### config.mk
export PLATFORM = sky130hd
export DESIGN_NAME = wb_uart_tx_ctrl
export DESIGN_NICKNAME = d
export VERILOG_FILES = /design/src/rtl/wb_uart_tx_ctrl.sv
export SDC_FILE = /design/constraint.sdc
export NUM_CORES = 1
export LEC_CHECK = 0
export CAP_MARGIN = 20
export CORE_UTILIZATION = 30
export CTS_BUF_LIST = sky130_fd_sc_hd__clkbuf_4 sky130_fd_sc_hd__clkbuf_8
export CTS_CLUSTER_SIZE = 40
export DETAILED_ROUTE_END_ITERATION = 16
export PLACE_DENSITY = 0.54
export SKIP_LAST_GASP = 1
export SYNTH_ARGS = -nofsm -noshare
export SYNTH_HDL_FRONTEND = slang
export SYNTH_SLANG_ARGS = --single-unit
### constraint.sdc
create_clock -name clk_i -period 4.19 [get_ports clk_i]
set_input_delay 0.838 -clock clk_i [delete_from_list [all_inputs] [get_ports clk_i]]
set_output_delay 0.838 -clock clk_i [all_outputs]
set_load 0.01 [all_outputs]
### src/rtl/wb_uart_tx_ctrl.sv
// rtl/wb_uart_tx_ctrl.sv - byte queue drained into a UART TX register over pipelined Wishbone
module wb_uart_tx_ctrl #(
    parameter int          DEPTH       = 8,
    parameter logic [31:0] UART_BASE   = 32'h0,
    parameter int          POLL_GAP    = 16,
    parameter int          ACK_TIMEOUT = 255
) (
    input  logic        clk_i,
    input  logic        rst_ni,
    input  logic        s_valid_i,
    input  logic [7:0]  s_data_i,
    output logic        s_ready_o,
    output logic        wb_cyc_o,
    output logic        wb_stb_o,
    output logic        wb_we_o,
    output logic [31:0] wb_adr_o,
    output logic [31:0] wb_dat_o,
    output logic [3:0]  wb_sel_o,
    input  logic        wb_ack_i,
    input  logic        wb_stall_i,
    input  logic        wb_err_i,
    input  logic [31:0] wb_dat_i,
    output logic        q_empty_o,
    output logic        err_o,
    input  logic        err_clr_i
);
    localparam int          AW         = (DEPTH > 1) ? $clog2(DEPTH) : 1;
    localparam int          CW         = AW + 1;
    localparam int          TW         = $clog2(ACK_TIMEOUT + 1);
    localparam int          GW         = $clog2(POLL_GAP + 1);
    localparam logic [31:0] STATUS_ADR = UART_BASE + 32'd4;
    localparam logic [31:0] TXDATA_ADR = UART_BASE + 32'd12;

    typedef enum logic [2:0] {
        S_IDLE,
        S_POLL_REQ,
        S_POLL_WAIT,
        S_WR_REQ,
        S_WR_WAIT,
        S_BACKOFF
    } state_t;

    state_t        r_state;
    state_t        w_state_nxt;
    logic [7:0]    r_mem [DEPTH];
    logic [AW-1:0] r_wptr;
    logic [AW-1:0] r_rptr;
    logic [CW-1:0] r_count;
    logic [TW-1:0] r_tmo;
    logic [GW-1:0] r_gap;
    logic          r_err;

    logic          w_push;
    logic          w_pop;
    logic          w_set_err;
    logic          w_last;
    logic          w_tmo_hit;
    logic          w_gap_done;
    logic          w_cyc;
    logic          w_stb;
    logic          w_we;
    logic [31:0]   w_adr;
    logic [31:0]   w_dat;
    logic [7:0]    w_head;
    logic          w_unused;

    // Only the TX-space flag of the status word matters here
    assign w_unused   = ^{wb_dat_i[31:17], wb_dat_i[15:0]};

    assign w_head     = r_mem[r_rptr];
    assign s_ready_o  = (r_count < CW'(DEPTH));
    assign w_push     = s_valid_i & s_ready_o;
    assign w_last     = (r_count == CW'(1)) & ~w_push;
    assign w_tmo_hit  = (r_tmo == TW'(ACK_TIMEOUT - 1));
    assign w_gap_done = (r_gap == GW'(POLL_GAP - 1));

    // Next state and bus drive; an ack in the accepting cycle is taken at once
    always_comb begin
        w_state_nxt = r_state;
        w_cyc       = 1'b0;
        w_stb       = 1'b0;
        w_we        = 1'b0;
        w_adr       = '0;
        w_dat       = '0;
        w_pop       = 1'b0;
        w_set_err   = 1'b0;
        case (r_state)
            S_IDLE: begin
                if (r_count != '0) w_state_nxt = S_POLL_REQ;
            end
            S_POLL_REQ, S_POLL_WAIT: begin
                w_cyc = 1'b1;
                w_stb = (r_state == S_POLL_REQ);
                w_adr = STATUS_ADR;
                if (wb_err_i) begin
                    w_set_err   = 1'b1;
                    w_state_nxt = S_BACKOFF;
                end else if ((r_state == S_POLL_REQ) && wb_stall_i) begin
                    w_state_nxt = S_POLL_REQ;
                end else if (wb_ack_i) begin
                    w_state_nxt = wb_dat_i[16] ? S_WR_REQ : S_BACKOFF;
                end else if (r_state == S_POLL_REQ) begin
                    w_state_nxt = S_POLL_WAIT;
                end else if (w_tmo_hit) begin
                    w_set_err   = 1'b1;
                    w_state_nxt = S_BACKOFF;
                end
            end
            S_WR_REQ, S_WR_WAIT: begin
                w_cyc = 1'b1;
                w_stb = (r_state == S_WR_REQ);
                w_we  = 1'b1;
                w_adr = TXDATA_ADR;
                w_dat = {24'h0, w_head};
                if (wb_err_i) begin
                    w_set_err   = 1'b1;
                    w_state_nxt = S_BACKOFF;
                end else if ((r_state == S_WR_REQ) && wb_stall_i) begin
                    w_state_nxt = S_WR_REQ;
                end else if (wb_ack_i) begin
                    w_pop       = 1'b1;
                    w_state_nxt = w_last ? S_IDLE : S_POLL_REQ;
                end else if (r_state == S_WR_REQ) begin
                    w_state_nxt = S_WR_WAIT;
                end else if (w_tmo_hit) begin
                    w_set_err   = 1'b1;
                    w_state_nxt = S_BACKOFF;
                end
            end
            S_BACKOFF: begin
                if (w_gap_done) w_state_nxt = S_POLL_REQ;
            end
            default: w_state_nxt = S_IDLE;
        endcase
    end

    // State register
    always_ff @(posedge clk_i or negedge rst_ni) begin
        if (!rst_ni) r_state <= S_IDLE;
        else         r_state <= w_state_nxt;
    end

    // Queue pointers and occupancy
    always_ff @(posedge clk_i or negedge rst_ni) begin
        if (!rst_ni) begin
            r_wptr  <= '0;
            r_rptr  <= '0;
            r_count <= '0;
        end else begin
            if (w_push) r_wptr <= r_wptr + AW'(1);
            if (w_pop)  r_rptr <= r_rptr + AW'(1);
            r_count <= r_count + CW'(w_push) - CW'(w_pop);
        end
    end

    // Queue storage holds no reset; only pointers qualify its contents
    always_ff @(posedge clk_i) begin
        if (w_push) r_mem[r_wptr] <= s_data_i;
    end

    // Ack-wait and backoff counters run only inside their own states
    always_ff @(posedge clk_i or negedge rst_ni) begin
        if (!rst_ni) begin
            r_tmo <= '0;
            r_gap <= '0;
        end else begin
            r_tmo <= ((r_state == S_POLL_WAIT) || (r_state == S_WR_WAIT)) ? r_tmo + TW'(1) : '0;
            r_gap <= (r_state == S_BACKOFF) ? r_gap + GW'(1) : '0;
        end
    end

    // Sticky bus fault; a new fault beats a clear in the same cycle
    always_ff @(posedge clk_i or negedge rst_ni) begin
        if (!rst_ni)        r_err <= 1'b0;
        else if (w_set_err) r_err <= 1'b1;
        else if (err_clr_i) r_err <= 1'b0;
    end

    assign wb_cyc_o  = w_cyc;
    assign wb_stb_o  = w_stb;
    assign wb_we_o   = w_we;
    assign wb_adr_o  = w_adr;
    assign wb_dat_o  = w_dat;
    assign wb_sel_o  = 4'b1111;
    assign q_empty_o = (r_count == '0) && (r_state == S_IDLE);
    assign err_o     = r_err;

endmodule

==> flow_metrics.tcl, run 1 <==
set metrics [dict create \
    end_kind "primary output" \
    drive_gt1_frac 0.126 \
    skew_ns 0.00971 \
    hold_viol 0 \
    postCtsSetupBuffers 0 \
    vias 2441 \
    grt_start_max_net_pins 28 \
    routed_wl_um 7450 \
    crit_path_end "wb_dat_o[5]" \
    grt-ovfl-total 0 \
    setup_violations 0 \
    power.density_nw_per_um2 540 \
    slew_headroom 0.467 \
    routabilityCongestion 0.751 \
    syn-instance-count 335 \
    drc 0 \
    path_max_fanout 19 \
    grt.met1_usage 0.125 \
    port_buffers 31 \
    reg2reg_to "r_count[2]" \
    fin_crit_sh 0.815 \
    rsz0062_at_grt "no" \
    clock-sinks 91 \
    outcome "completed" \
    grt.busiest_layer "met2" \
    drtPass1Iterations 4 \
    power_leakage_nw 1.90 \
    fmax_ghz 0.293 \
    rows 44 \
    avgSynthCellArea_sq_um 13.4 \
    drv_cap 0 \
    clock_latency_ns 0.36 \
    grt_pass1_vias 2407 \
    grt_usage 0.103 \
    multi_input_area_sq_um 1550 \
    dieArea_sq_um 15500 \
    synth_area_leader_cell "edfxtp_1" \
    grt_pass1_wl_um 12300 \
    ys.flop_type "edfxtp_1" \
    fin_area_sq_um 5040 \
    slew_viol_final 0 \
    synth_seq_cells 91 \
    die_w_um 124 \
    hp-class "reg -> reg" \
    io_pins 121 \
    comb_power_share 0.305 \
    num_antenna_cells 0 \
    cts_root_buf "clkbuf_8" \
    syn-cell-area_sq_um 4490 \
    fill_cells 1383 \
    clockBufferDepth 2 \
    drtIter0Drc 106 \
    seqCellArea_sq_um 2600 \
    path_clk_slew_ns 0.09 \
    worst_r2r_path_depth 8 \
    syn_to_final_growth_pct 12.2 \
    start_kind "flop" \
    grt_antenna_before_repair 0 \
    vias_per_cell 4.33 \
    cts_resized 0 \
    antenna_left 0 \
    min_period_ns 3.41 \
    p_clk_frac 0.233 \
    swShare 0.324 \
    use_met3 0.0266 \
    required_ns 3.35 \
    htreeDepth 3 \
    fin_tns_setup_ns 0 \
    p_switching_w 0.000881 \
    place_area_sq_um 4820 \
    chipHeight_um 124 \
    worstSetupStartpoint "r_state[2]" \
    yosysUniqueCellTypes 50 \
    ys.warnings.count 0 \
    async_flop_share 0.297 \
    coreArea_sq_um 14600 \
    tritoncts "built" \
    synth_edf_count 64 \
    synth_top_area_frac 0.428 \
    netlist_top_cells_area "edfxtp_1 43%, dfrtp_1 15%, buf_4 10%" \
    ctsHoldBuffers 0 \
    worst_slew_pin_slew_ns 0.799 \
    use_met2 0.171 \
    worst-r2r-setup-slack_ns 1.65 \
    dp_hpwl_um 4780 \
    synth.most_common_cell "edfxtp_1" \
    cts_buffers 9 \
    initial_utilization 0.308 \
    yosysSeqAreaShare 0.578 \
    power_frac_seq 0.463 \
    reg2reg_from "r_state[2]" \
    cp.arrival_ns 2.58 \
    p_int_w 0.00184 \
    path_class "reg -> out" \
    ir_drop_mv 0.245 \
    fin_nets 434 \
    yosys-top-cells-count "64 x edfxtp_1, 60 x buf_4, 28 x nor2_1, 27 x dfrtp_1, 18 x nand2_1" \
    wl_per_cell_um 13.2 \
]
worst max-delay path, stage by stage, from the launching register on:
cell	delay, ns
dfrtp_1	0.74
and3b_1	0.29
a21oi_2	0.56
nor2_1	0.13
clkdlybuf4s50_1	0.51
layout make-up:
class	instances	share of cell area
clock buffer	9	0.0246
clock inverter	7	0.0189
inverter	14	0.0104
multi-input combinational	217	0.307
sequential	91	0.516
tap	184	0.0457
timing repair buffer	42	0.0780
worst min path at each step:
| stage | startpoint | endpoint | slack [ns] | depth (start not counted) |
|---|---|---|---|---|
| after floorplan | r_gap[0] | r_gap[0] | 0.43 | 1 |
| after global placement | r_gap[0] | r_gap[0] | 0.45 | 1 |
| after detailed placement | r_gap[0] | r_gap[0] | 0.46 | 1 |
| after CTS | r_gap[0] | r_gap[0] | 0.47 | 1 |
| after global routing | r_gap[0] | r_gap[0] | 0.51 | 1 |
| final | r_gap[0] | r_gap[0] | 0.47 | 1 |
placed cells by master (no fill, tap or decap), drive strengths merged, types with 6 or more instances in the layout:
cell type / count
ha: 11
edfxtp: 64
inv: 17
nand2b: 7
clkdlybuf4s50: 31
a21oi: 8
clkbuf: 9
xor2: 9
conb: 58
mux4: 16
nor2: 28
nand2: 18
buf: 11
dfrtp: 27
mux2i: 8
o21ai: 6
xnor2: 7
power by group through the flow:
stage          registers, W  logic [W]  clock network, W
2_1_floorplan       0.00119   0.000706                 0
3_3_place_gp        0.00127   0.000835                 0
3_5_place_dp        0.00128   0.000845                 0
4_1_cts             0.00126   0.000847          0.000658
5_1_grt             0.00128   0.000926          0.000691
6_report            0.00126   0.000828          0.000633
cells by family (layout without fill, tap and decap cells):
group,count (synthesis),in the layout,synth area share
mux,25,25,0.101
flops,91,91,0.578
other cells,2,58,0.00167
xor+xnor,16,16,0.0312
compound gates,26,26,0.0398
fa+ha+maj,12,12,0.0351
buf+inv,83,72,0.124
simple gates,80,80,0.0889
per-stage QoR:
stage	setup slack, ns	power [W]	hold slack [ns]	utilization	instances
after global routing	0.557	0.00290	0.509	0.345	564
after floorplan	1.67	0.00190	0.433	-	391
final	0.776	0.00272	0.470	0.345	564
after global placement	1.11	0.00211	0.452	0.330	548
after detailed placement	1.08	0.00213	0.460	0.330	548
after CTS	0.727	0.00276	0.473	0.345	564
metal layers:
| metal | wire (um) | vias to the layer above |
|---|---|---|
| met2 | 3620 | 97 |
| li1 | - | 1153 |
| met1 | 3400 | 1182 |
| met3 | 315 | 9 |
| met5 | 0 | - |
| met4 | 114 | 0 |
flip-flops by register name, summed over array words and instances (netlist names):
name,cells
r_gap,5
r_wptr,3
err_o,1
r_tmo,8
r_state,3
r_rptr,3
r_mem,64
r_count,4
(Power assumes the default switching activity.)
==> run 2: changes to the inputs <==
Clock period 4.19 ns to 3.2 ns, I/O delays scaled along.
==> run 2 against run 1 <==
Effect of this change:
- worst hold slack lost 0.0050 ns
- sequential share of layout area shrank 0.29 points
- count of clock-buffer cells in the layout is the same
- clock power grew 25%
- via count shrank 0.53%
- setup slack lost 0.65 ns
- final area grew 0.57%
- clock skew grew 0.0015 ns
- sequential power grew 29%
- critical path type unchanged
- wire length grew 1.7%
- critical endpoint is now wb_dat_o[3]
- combinational power grew 38%
==> flow_metrics.tcl, run 2 (synthesis gave the netlist of run 1 again) <==
set metrics [dict create \
    fin_crit_sh 0.960 \
    grt_pass1_vias 2449 \
    postCtsSetupBuffers 0 \
    whs_path_depth 1 \
    fin_nets 440 \
    grt_pass1_wl_um 12600 \
    slew_headroom 0.433 \
    dp_hpwl_um 4980 \
    layout_common_cells "64 x edfxtp_1, 58 x conb_1, 31 x clkdlybuf4s50_1" \
    min_period_ns 3.07 \
    end_kind "primary output" \
    power_leakage_nw 1.92 \
    clock_latency_ns 0.36 \
    io_pins 121 \
    chipHeight_um 124 \
    required_ns 2.56 \
    dieArea_sq_um 15500 \
    path_class "reg -> out" \
    power.density_nw_per_um2 702 \
    grt-ovfl-total 0 \
    routabilityCongestion 0.738 \
    drtIter0Drc 115 \
    hp-class "reg -> reg" \
    vias 2428 \
    fill_cells 1391 \
    cp.arrival_ns 2.43 \
    drv_cap 0 \
    skew_ns 0.0112 \
    htreeDepth 3 \
    antenna_left 0 \
    port_buffers 31 \
    path_max_fanout 18 \
    die_w_um 124 \
    drive_gt1_frac 0.137 \
    num_antenna_cells 0 \
    grt_start_max_net_pins 28 \
    slew_viol_final 0 \
    coreArea_sq_um 14600 \
    ctsHoldBuffers 0 \
    fin_tns_setup_ns 0 \
    syn_to_final_growth_pct 12.8 \
    cts_resized 0 \
    rsz0062_at_grt "no" \
    clockBufferDepth 2 \
    initial_utilization 0.308 \
    drc 0 \
    start_kind "flop" \
    worst_r2r_path_depth 9 \
    clock-sinks 91 \
    cts_root_buf "clkbuf_8" \
    top_register "r_mem" \
    grt_antenna_before_repair 0 \
    worst_slew_pin_slew_ns 0.851 \
    setup_violations 0 \
    hold_viol 0 \
    final_util 0.347 \
    tritoncts "built" \
    grt_usage 0.106 \
    rows 44 \
    cts_buffers 9 \
    drtPass1Iterations 4 \
    multi_input_area_sq_um 1550 \
    routed_wl_um 7580 \
    wl_per_cell_um 13.3 \
    seqCellArea_sq_um 2600 \
    ir_drop_mv 0.267 \
    path_clk_slew_ns 0.10 \
    vias_per_cell 4.26 \
    outcome "completed" \
    final_common_cell "edfxtp_1" \
    reg_top3 "r_mem (64), r_tmo (8), r_gap (5)" \
    largest_reg_flops 64 \
    fmax_ghz 0.325 \
]
==> run 2: cell count changes in the layout (fill, tap and decap cells not counted), sizes merged <==
cell and change:
clkinvlp -1, inv +1, buf +6
==> run 2: report_power, final <==
group	internal (W)	total, W	leakage, nW	switching, W
clock network	0.000372	0.000794	0.100	0.000422
registers	0.00145	0.00163	0.923	0.000177
logic	0.000593	0.00114	0.899	0.000545
total	0.00241	0.00356	1.92	0.00114
==> run 2: cell type report <==
type,instances,share of cell area
clock buffers,9,0.0245
clock inverters,7,0.0156
inverters,14,0.0104
multi-input cells,217,0.305
flip-flops and latches,91,0.513
well taps,184,0.0454
repair buffers,48,0.0864
==> run 2: path summary, 6_finish.rpt <==
check	slack, ns	startpoint	end
max in group asynchronous	2.27	rst_ni	r_rptr[2]
min in group asynchronous	0.65	rst_ni	r_count[1]
min reg2reg	0.46	r_gap[0]	r_gap[0]
max	0.13	r_rptr[1]	wb_dat_o[3]
max reg2reg	0.91	r_state[2]	r_count[2]
min	0.46	r_gap[0]	r_gap[0]
==> run 2: through the flow <==
stage               area, sq um  setup WS, ns  total power, W  hold WS, ns  cells
floorplan                  4700         0.878         0.00249        0.344    391
global placement           4860         0.385         0.00278        0.456    554
detailed placement         4860         0.384         0.00281        0.455    554
CTS                        5070        0.0631         0.00361        0.468    570
global route               5070        0.0182         0.00380        0.504    570
finish                     5070         0.128         0.00356        0.465    570
==> run 2: worst max-delay path, stage by stage, from the launching register on <==
cell	delay, ns
dfrtp_1	0.91
mux4_2	0.41
mux2i_1	0.20
nor2_1	0.06
clkdlybuf4s50_1	0.49
==> run 2: layer usage <==
layer	GRT usage	share of wire	vias to the layer above
li1	-	-	1168
met1	0.133	0.45	1169
met2	0.179	0.50	84
met3	0.0198	0.031	7
met4	0.0468	0.014	0
met5	0	0	-
==> run 3: changes to the inputs <==
Settings changed: CORE_UTILIZATION 30 to 50, CTS_CLUSTER_DIAMETER set to 150, PLACE_DENSITY 0.54 to 0.82.
==> run 3 against run 2 <==
Effect of this change:
- fmax is 2.7% higher
- power fell by 2.3%
- first-iteration DRC count fell by 13%
- cell count fell by 14%
- largest power group unchanged
==> flow_metrics.tcl, run 3 (synthesis gave the netlist of run 1 again) <==
set metrics [dict create \
    outcome "completed" \
    fin_ws_ns 0.207 \
    worst_slew_pin_slew_ns 0.772 \
    rsz0062_at_grt "no" \
    worst_r2r_path_depth 9 \
    required_ns 2.56 \
    dieArea_sq_um 9360 \
    io_pins 121 \
    routabilityCongestion 0.802 \
    grt_pass1_vias 2321 \
    ir_drop_mv 0.432 \
    clockBufferDepth 2 \
    layout_common_cells "64 x edfxtp_1, 58 x conb_1, 31 x clkdlybuf4s50_1" \
    wl_per_cell_um 14.3 \
    clock-sinks 91 \
    chipHeight_um 96.8 \
    p_int_w 0.00235 \
    dp_slack_ns 0.301 \
    p_clk_frac 0.212 \
    reg_top3 "r_mem (64), r_tmo (8), r_gap (5)" \
    cts_resized 0 \
    clock_latency_ns 0.36 \
    cts_buffers 9 \
    die_w_um 96.8 \
    grt_start_max_net_pins 28 \
    start_kind "flop" \
    drv_cap 0 \
    dr_wl_met2_um 3510 \
    critical-path-slowest-cell "dfrtp_1" \
    drc 0 \
    grt_antenna_before_repair 0 \
    whs_path_depth 1 \
    vias_per_cell 5.03 \
    multi_input_area_sq_um 1550 \
    coreArea_sq_um 8720 \
    crit_family "flip-flops" \
    dp_hpwl_um 4760 \
    fmax_ghz 0.334 \
    reg2reg_to "r_count[1]" \
    top_layer "met4" \
    seqCellArea_sq_um 2600 \
    final_common_cell "edfxtp_1" \
    path_buf_inv 1 \
    drtPass1Iterations 4 \
    fill_cells 687 \
    min_from "r_gap[0]" \
    power.density_nw_per_um2 702 \
    setup_violations 0 \
    end_kind "primary output" \
    grt_usage 0.162 \
    p_switching_w 0.00113 \
    routed_wl_um 7050 \
    num_antenna_cells 0 \
    worst-r2r-setup-slack_ns 0.82 \
    grt-ovfl-total 0 \
    drive_gt1_frac 0.138 \
    largest_reg_flops 64 \
    path_max_fanout 18 \
    slew_viol_final 0 \
    critPathMaxStageDelay_ns 0.85 \
    path_class "reg -> out" \
    drt-met1-wl_um 3080 \
    fin_crit_sh 0.935 \
    initial_utilization 0.515 \
    antenna_left 0 \
    tritoncts "built" \
    htreeDepth 3 \
    path_clk_slew_ns 0.09 \
    port_buffers 31 \
    swShare 0.324 \
    cp.arrival_ns 2.35 \
    syn_to_final_growth_pct 10.2 \
    hold_end "r_gap[0]" \
    vias 2479 \
    fin_tns_setup_ns 0 \
    fin_nets 439 \
    power_leakage_nw 1.91 \
    reg2reg_from "r_state[0]" \
    power_frac_seq 0.465 \
    postCtsSetupBuffers 0 \
    grt_pass1_wl_um 11500 \
    met3_length_um 334 \
    top_register "r_mem" \
    comb_power_share 0.323 \
    hold_viol 0 \
    drtIter0Drc 100 \
    rows 34 \
    cts_root_buf "clkbuf_8" \
    hp-class "reg -> reg" \
    min_period_ns 2.99 \
    skew_ns 0.00812 \
    ctsHoldBuffers 0 \
    slew_headroom 0.485 \
    cp_cell_sequence "mux4_2 > mux2i_1 > nor2_1 > clkdlybuf4s50_1" \
]
[run 3: changes by cell type in the layout (fill, tap and decap cells not counted)]
cell,change
clkinv_4,+1
inv_6,-1
clkbuf_4,+1
clkinv_1,-1
inv_8,+1
buf_4,-1
bufinv_16,-1
[run 3: routing by layer]
metal / track usage / vias to the layer above
li1: - / 1160
met1: 0.202 / 1223
met2: 0.265 / 86
met3: 0.0484 / 10
met4: 0.0620 / 0
met5: 0 / -
[run 3: stage by stage]
stage	utilization	std cells	hold WS [ns]	area [sq um]	total power, W
after floorplan	-	391	0.344	4700	0.00249
after global placement	0.546	477	0.451	4760	0.00274
after detailed placement	0.546	477	0.462	4760	0.00278
after CTS	0.567	493	0.474	4950	0.00351
after global routing	0.567	493	0.488	4950	0.00369
final	0.567	493	0.472	4950	0.00348
[run 3: power by group through the flow]
stage	logic, W	clock network (W)	registers (W)
global route	0.00125	0.000799	0.00164
floorplan	0.000925	0	0.00156
detailed placement	0.00114	0	0.00164
finish	0.00112	0.000737	0.00161
global placement	0.00111	0	0.00163
CTS	0.00114	0.000750	0.00162
[run 3: final cells by class]
cell class                      instances  share of cell area
Inverter                               14              0.0106
Clock buffer                           10              0.0265
Clock inverter                          6              0.0114
Sequential cell                        91               0.525
Timing Repair Buffer                   47              0.0870
Multi-Input combinational cell        217               0.312
Tap cell                              108              0.0273
[run 3: worst max-delay path by stage]
stage / from / to / slack, ns / cells past startpoint
2_1_floorplan: s_valid_i / r_mem[0][0] / 0.88 / 3
3_3_place_gp: wb_stall_i / r_count[2] / 0.36 / 9
3_5_place_dp: wb_stall_i / r_count[1] / 0.30 / 9
4_1_cts: r_rptr[1] / wb_dat_o[7] / 0.16 / 4
5_1_grt: r_rptr[1] / wb_dat_o[7] / 0.07 / 4
6_report: r_rptr[1] / wb_dat_o[7] / 0.21 / 4
[run 3: worst register-to-register path, cell delays in order (launching register included)]
cell and delay (ns):
dfrtp_1 0.40, buf_4 0.19, or3b_4 0.42, a21oi_4 0.21
ha_1 0.26, inv_1 0.05, ha_1 0.17, inv_1 0.06
fa_1 0.47, inv_1 0.04
